## src/rtl/qosc_core_param.sv

```systemverilog
// Quadrature oscillator core: rotates (re, im) by a complex coefficient per
// tick, with selectable tick source, burst/continuous run and saturation.
module qosc_core_param #(
    parameter int WIDTH = 8,
    parameter int SHW   = 4,
    parameter int CNTW  = 8,
    parameter int DIVW  = 8
) (
    input  logic                    clk,
    input  logic                    rst_n,
    input  logic                    load,
    input  logic                    start,
    input  logic                    stop,
    input  logic [1:0]              mode,
    input  logic                    ext_tick,
    input  logic [DIVW-1:0]         div,
    input  logic [CNTW-1:0]         burst_len,
    input  logic signed [WIDTH-1:0] re_coeff,
    input  logic signed [WIDTH-1:0] im_coeff,
    input  logic [SHW-1:0]          shift,
    input  logic signed [WIDTH-1:0] accu_re_init,
    input  logic signed [WIDTH-1:0] accu_im_init,
    output logic signed [WIDTH-1:0] accu_re,
    output logic signed [WIDTH-1:0] accu_im,
    output logic                    sample_valid,
    output logic                    busy,
    output logic                    done,
    output logic                    sat_flag,
    output logic [CNTW-1:0]         sample_count
);

    typedef enum logic [1:0] {
        IDLE = 2'd0,
        RUN  = 2'd1,
        DONE = 2'd2
    } state_t;

    localparam int PW = 2 * WIDTH + 1;
    localparam logic signed [PW-1:0] MAXV =
        {{(PW - WIDTH + 1){1'b0}}, {(WIDTH - 1){1'b1}}};
    localparam logic signed [PW-1:0] MINV = ~MAXV;

    state_t              state;
    state_t              state_nxt;
    logic [2:0]          sync;
    logic [DIVW-1:0]     div_cnt;
    logic [CNTW-1:0]     burst_q;
    logic [CNTW-1:0]     cnt_inc;
    logic                tick;
    logic                start_eff;
    logic                upd;
    logic                burst_end;
    logic signed [PW-1:0] ar;
    logic signed [PW-1:0] ai;
    logic signed [PW-1:0] cr;
    logic signed [PW-1:0] ci;
    logic signed [PW-1:0] pr;
    logic signed [PW-1:0] pi;
    logic [WIDTH:0]      sat_re;
    logic [WIDTH:0]      sat_im;

    function automatic logic signed [PW-1:0] sx(
        input logic signed [WIDTH-1:0] v
    );
        return {{(PW - WIDTH){v[WIDTH-1]}}, v};
    endfunction

    // Returns {clamped, value}
    function automatic logic [WIDTH:0] sat(input logic signed [PW-1:0] v);
        if (v > MAXV) begin
            return {1'b1, MAXV[WIDTH-1:0]};
        end else if (v < MINV) begin
            return {1'b1, MINV[WIDTH-1:0]};
        end
        return {1'b0, v[WIDTH-1:0]};
    endfunction

    always_comb begin
        tick = 1'b0;
        case (mode)
            2'd0:    tick = 1'b1;
            2'd1:    tick = sync[1] & ~sync[2];
            2'd2:    tick = (div_cnt == '0);
            default: tick = 1'b0;
        endcase
    end

    assign start_eff = start & ~stop & ~load & (state != RUN);
    assign upd       = (state == RUN) & tick & ~load & ~stop;
    assign cnt_inc   = sample_count + CNTW'(1);
    assign burst_end = (burst_q != '0) && (cnt_inc == burst_q);

    assign ar = sx(accu_re);
    assign ai = sx(accu_im);
    assign cr = sx(re_coeff);
    assign ci = sx(im_coeff);

    always_comb begin
        pr     = ar * cr - ai * ci;
        pi     = ar * ci + ai * cr;
        sat_re = sat(pr >>> shift);
        sat_im = sat(pi >>> shift);
    end

    always_ff @(posedge clk or negedge rst_n) begin
        if (!rst_n) begin
            state <= IDLE;
        end else begin
            state <= state_nxt;
        end
    end

    always_comb begin
        state_nxt = state;
        if (load) begin
            state_nxt = IDLE;
        end else if (stop) begin
            if (state == RUN) state_nxt = IDLE;
        end else if (start_eff) begin
            state_nxt = RUN;
        end else if (upd && burst_end) begin
            state_nxt = DONE;
        end
    end

    always_comb begin
        busy = (state == RUN);
        done = (state == DONE);
    end

    always_ff @(posedge clk or negedge rst_n) begin
        if (!rst_n) begin
            sync <= '0;
        end else begin
            sync <= {sync[1:0], ext_tick};
        end
    end

    // Divider only runs in RUN; it is re-armed by every accepted start
    always_ff @(posedge clk or negedge rst_n) begin
        if (!rst_n) begin
            div_cnt <= '0;
            burst_q <= '0;
        end else if (start_eff) begin
            div_cnt <= div;
            burst_q <= burst_len;
        end else if (state == RUN) begin
            div_cnt <= (div_cnt == '0) ? div : div_cnt - DIVW'(1);
        end
    end

    always_ff @(posedge clk or negedge rst_n) begin
        if (!rst_n) begin
            accu_re      <= '0;
            accu_im      <= '0;
            sample_count <= '0;
            sat_flag     <= 1'b0;
            sample_valid <= 1'b0;
        end else if (load) begin
            accu_re      <= accu_re_init;
            accu_im      <= accu_im_init;
            sample_count <= '0;
            sat_flag     <= 1'b0;
            sample_valid <= 1'b0;
        end else begin
            sample_valid <= 1'b0;
            if (start_eff) begin
                sample_count <= '0;
            end else if (upd) begin
                accu_re      <= sat_re[WIDTH-1:0];
                accu_im      <= sat_im[WIDTH-1:0];
                sample_count <= cnt_inc;
                sample_valid <= 1'b1;
                sat_flag     <= sat_flag | sat_re[WIDTH] | sat_im[WIDTH];
            end
        end
    end

endmodule
```

## config.mk

```make
export PLATFORM = sky130hd
export DESIGN_NAME = qosc_core_param
export DESIGN_NICKNAME = d
export VERILOG_FILES = /design/src/rtl/qosc_core_param.sv
export SDC_FILE = /design/constraint.sdc
export NUM_CORES = 1
export LEC_CHECK = 0
export ABC_AREA = 1
export BUFFER_PORTS_ARGS = -buffer_cell sky130_fd_sc_hd__buf_2
export CAP_MARGIN = 0
export CORE_ASPECT_RATIO = 1.25
export CORE_MARGIN = 2
export CORE_UTILIZATION = 35
export CTS_BUF_LIST = sky130_fd_sc_hd__clkbuf_16
export DETAILED_ROUTE_END_ITERATION = 8
export HOLD_SLACK_MARGIN = 0.08
export PLACE_DENSITY_LB_ADDON = 0.3
export SLEW_MARGIN = 40
export SYNTH_ARGS = -nofsm -noshare
export SYNTH_HDL_FRONTEND = slang
export SYNTH_SLANG_ARGS = --single-unit
```

## constraint.sdc

```tcl
create_clock -name clk -period 6.5 [get_ports clk]
set_clock_uncertainty 0.15 [all_clocks]
set_input_delay 1.3 -clock clk [delete_from_list [all_inputs] [get_ports clk]]
set_output_delay 1.3 -clock clk [all_outputs]
set_load 0.01 [all_outputs]
```

==> results by group <==
Routing
  – Drt wl/cell: 16.1 um
  – Via/cell ratio: 4.82
  – First-pass DRT Iterations: 5
  – Final WL: 46,600 um
  – Post-route ant nets: 0
  – Drc violations: 0
  – 1st-iter DRT viols: 617
  – Via count: 14,000

Timing
  – Setup-failing EPs final: 15
  – Worst-Margin Slew: 816 ps
  – Final period util: 1.11
  – RSZ-0062 raised after global routing: yes
  – Fmax: 138 MHz
  – Slack of the critical path: -742 ps
  – Fin crit period: 7240 ps
  – Final Hold Viols: 0
  – Relative slew slack: 0.456
  – Pins Over Slew Limit: 0

Worst setup path
  – Crit Path Class: in2reg
  – CP Buf/Inv Count: 6
  – Critical Path Max Stage Delay: 570 ps
  – CP Capture Type: flip-flop
  – Top delay family on crit path: adder cells
  – Req. time, crit path: 6550 ps
  – CP max FO: 6
  – Crit start category: input port
  – Slowest cell on crit path: fa_1
  – CP arrival: 7290 ps

Run
  – Total of max-cap violations: 0

Status
  – Status: complete, but fails checks
  – Failing checks: negative setup slack

Layout
  – Commonest non-fill, non-tap cell in the layout: nand2_1
  – Most frequent cells in the layout: nand2_1 (534), inv_1 (431), fa_1 (270)
  – Layout area overhead: 26.3%
  – Fill count: 4,257
  – Layout cells sized above 1: 0.252
  – Cell area after layout: 19,500 um2
  – Final nets: 2,789

Place
  – Gpl congestion: 0.902
  – IO buf count: 87
  – DP HPWL: 39,600 um
  – Area after DPL: 18,200 um2

Clock tree
  – Clock slew at reported path FFs: 70 ps
  – Worst skew pair latency: 300 ps
  – CTS root buffer: clkbuf_16
  – CTS tree: built
  – Clock Path Buffers: 2
  – Total CTS buffers: 5
  – Htree depth: 2
  – Hold buffer count at cts: 0
  – Clk sinks: 47

Global route
  – GR met3 Demand/Resource: 0.0147
  – Top Usage Layer GRT: met2
  – First-pass GRT wire length: 76,100 um
  – Total gr overflow: 0
  – GRT Resource Usage Total: 0.214
  – Met1 GRT Util: 0.242
  – Largest net degree at the start of global routing: 48
  – Initial antenna violation count: 1
  – Vias in the first global route: 15,000
  – Met2 usage: 0.399

Logic synthesis
  – EDFF count, synth: 0
  – Post-synthesis simple-gate area fraction: 0.254
  – Post-synthesis cell area: 15,400 um2
  – Async S/R FF share, synth: 1.00
  – Sequential share of the synthesized area: 0.0763
  – Synth Area in XOR/XNOR: 0.0210
  – Mux cell area share after synthesis: 0.000650
  – Post-Synth Adder-Cell Area: 0.455
  – Main flop type after synthesis: dfrtp_1
  – Main combinational cell family by area after synthesis: adder cells
  – Synth cell types: 50
  – Yosys warnings: 0
  – Yosys reg bits: 47
  – Synthesized Nets: 2,555
  – Post-synthesis compound-gate area fraction: 0.0552
  – Syn_area_per_cell: 7.33 um2
  – Synth Instances: 2,102

Die
  – Number of core rows: 85
  – Die area: 45,700 um2
  – Starting Density: 0.356
  – I/O Pins: 88
  – Core region area: 43,300 um2
  – Height of the die: 239 um
  – Die X: 192 um

Min path
  – Hold Path Class: reg2reg
## cell usage after synthesis, drive strengths merged, types with 2 or more instances
master,number,share of area
nor3,4,0.0016
o211ai,11,0.0054
a31oi,4,0.0016
buf,12,0.0041
nand3b,4,0.0019
nand2,602,0.15
nor4,3,0.0012
nand4,15,0.0061
xor2,23,0.013
ha,114,0.093
a221o,2,0.0013
o221ai,3,0.0017
or2,14,0.0057
xnor2,14,0.0080
clkbuf,79,0.019
and2,3,0.0012
nand3,165,0.056
a21oi,49,0.017
o21a,2,0.00097
a21o,4,0.0019
o21ai,61,0.020
clkinv,5,0.0012
nor2,106,0.028
inv,463,0.11
dfrtp,47,0.076
fa,279,0.36
o22ai,6,0.0024
## area by class of cell
type | count | area, um2 | area share
diodes | 1 | 2.50 | 0.000129
inverters | 468 | 1780 | 0.0914
well taps | 565 | 707 | 0.0363
flip-flops and latches | 47 | 1180 | 0.0604
repair buffers | 318 | 2460 | 0.126
clock buffers | 5 | 125 | 0.00643
multi-input cells | 1496 | 13100 | 0.676
clock inverters | 3 | 67.6 | 0.00347
## logic make-up after synthesis
group                      Yosys count
and+or+nand+nor                    917
AOI/OAI and AO/OA                  148
muxes                                1
DFF                                 47
buffers and inverters              559
xor gates and xnor gates            37
adders and majority gates          393
## flip-flops by register name (all words and copies together), names as in the netlist
name,flops
sat_flag,1
sample_count,8
sync,3
burst_q,8
accu_im,8
state,2
accu_re,8
sample_valid,1
div_cnt,8
## routing by layer
layer	routed length, um	vias up
met5	0	-
met4	2870	0
met3	1180	103
met2	24800	280
met1	17800	6854
li1	-	6757
## stage by stage
stage	hold slack, ps	setup TNS [ps]	util	std cells	setup WS, ps
floorplan	181	-5890	-	2102	-449
global placement	191	-18500	0.420	2866	-1270
detailed placement	190	-18230	0.420	2866	-1200
CTS	205	-9510	0.436	2884	-697
global route	207	-14200	0.450	2903	-1050
finish	202	-10070	0.450	2903	-742
## worst paths after layout
path	start	endpoint	slack (ps)	depth (start not counted)
setup reg to reg	accu_re[4]	accu_re[1]	-300	35
hold reg to reg	sync[0]	sync[1]	200	0
hold / removal	sync[0]	sync[1]	200	0
min in group asynchronous	rst_n	div_cnt[1]	870	1
max in group asynchronous	rst_n	burst_q[3]	4910	1
setup / recovery	re_coeff[7]	sat_flag	-740	33
## what timing repair did
| action | 4_1_cts | 5_1_grt |
|---|---|---|
| gates resized for setup | 115 | 117 |
| endpoints found under the setup margin | 16 | 17 |
| pin swaps | 23 | 63 |
| setup buffers | 10 | 18 |
| hold endpoints to repair | 0 | 0 |
Power is not shown: default switching activity piles up to over one toggle a cycle in this logic, so the estimate is an artifact.
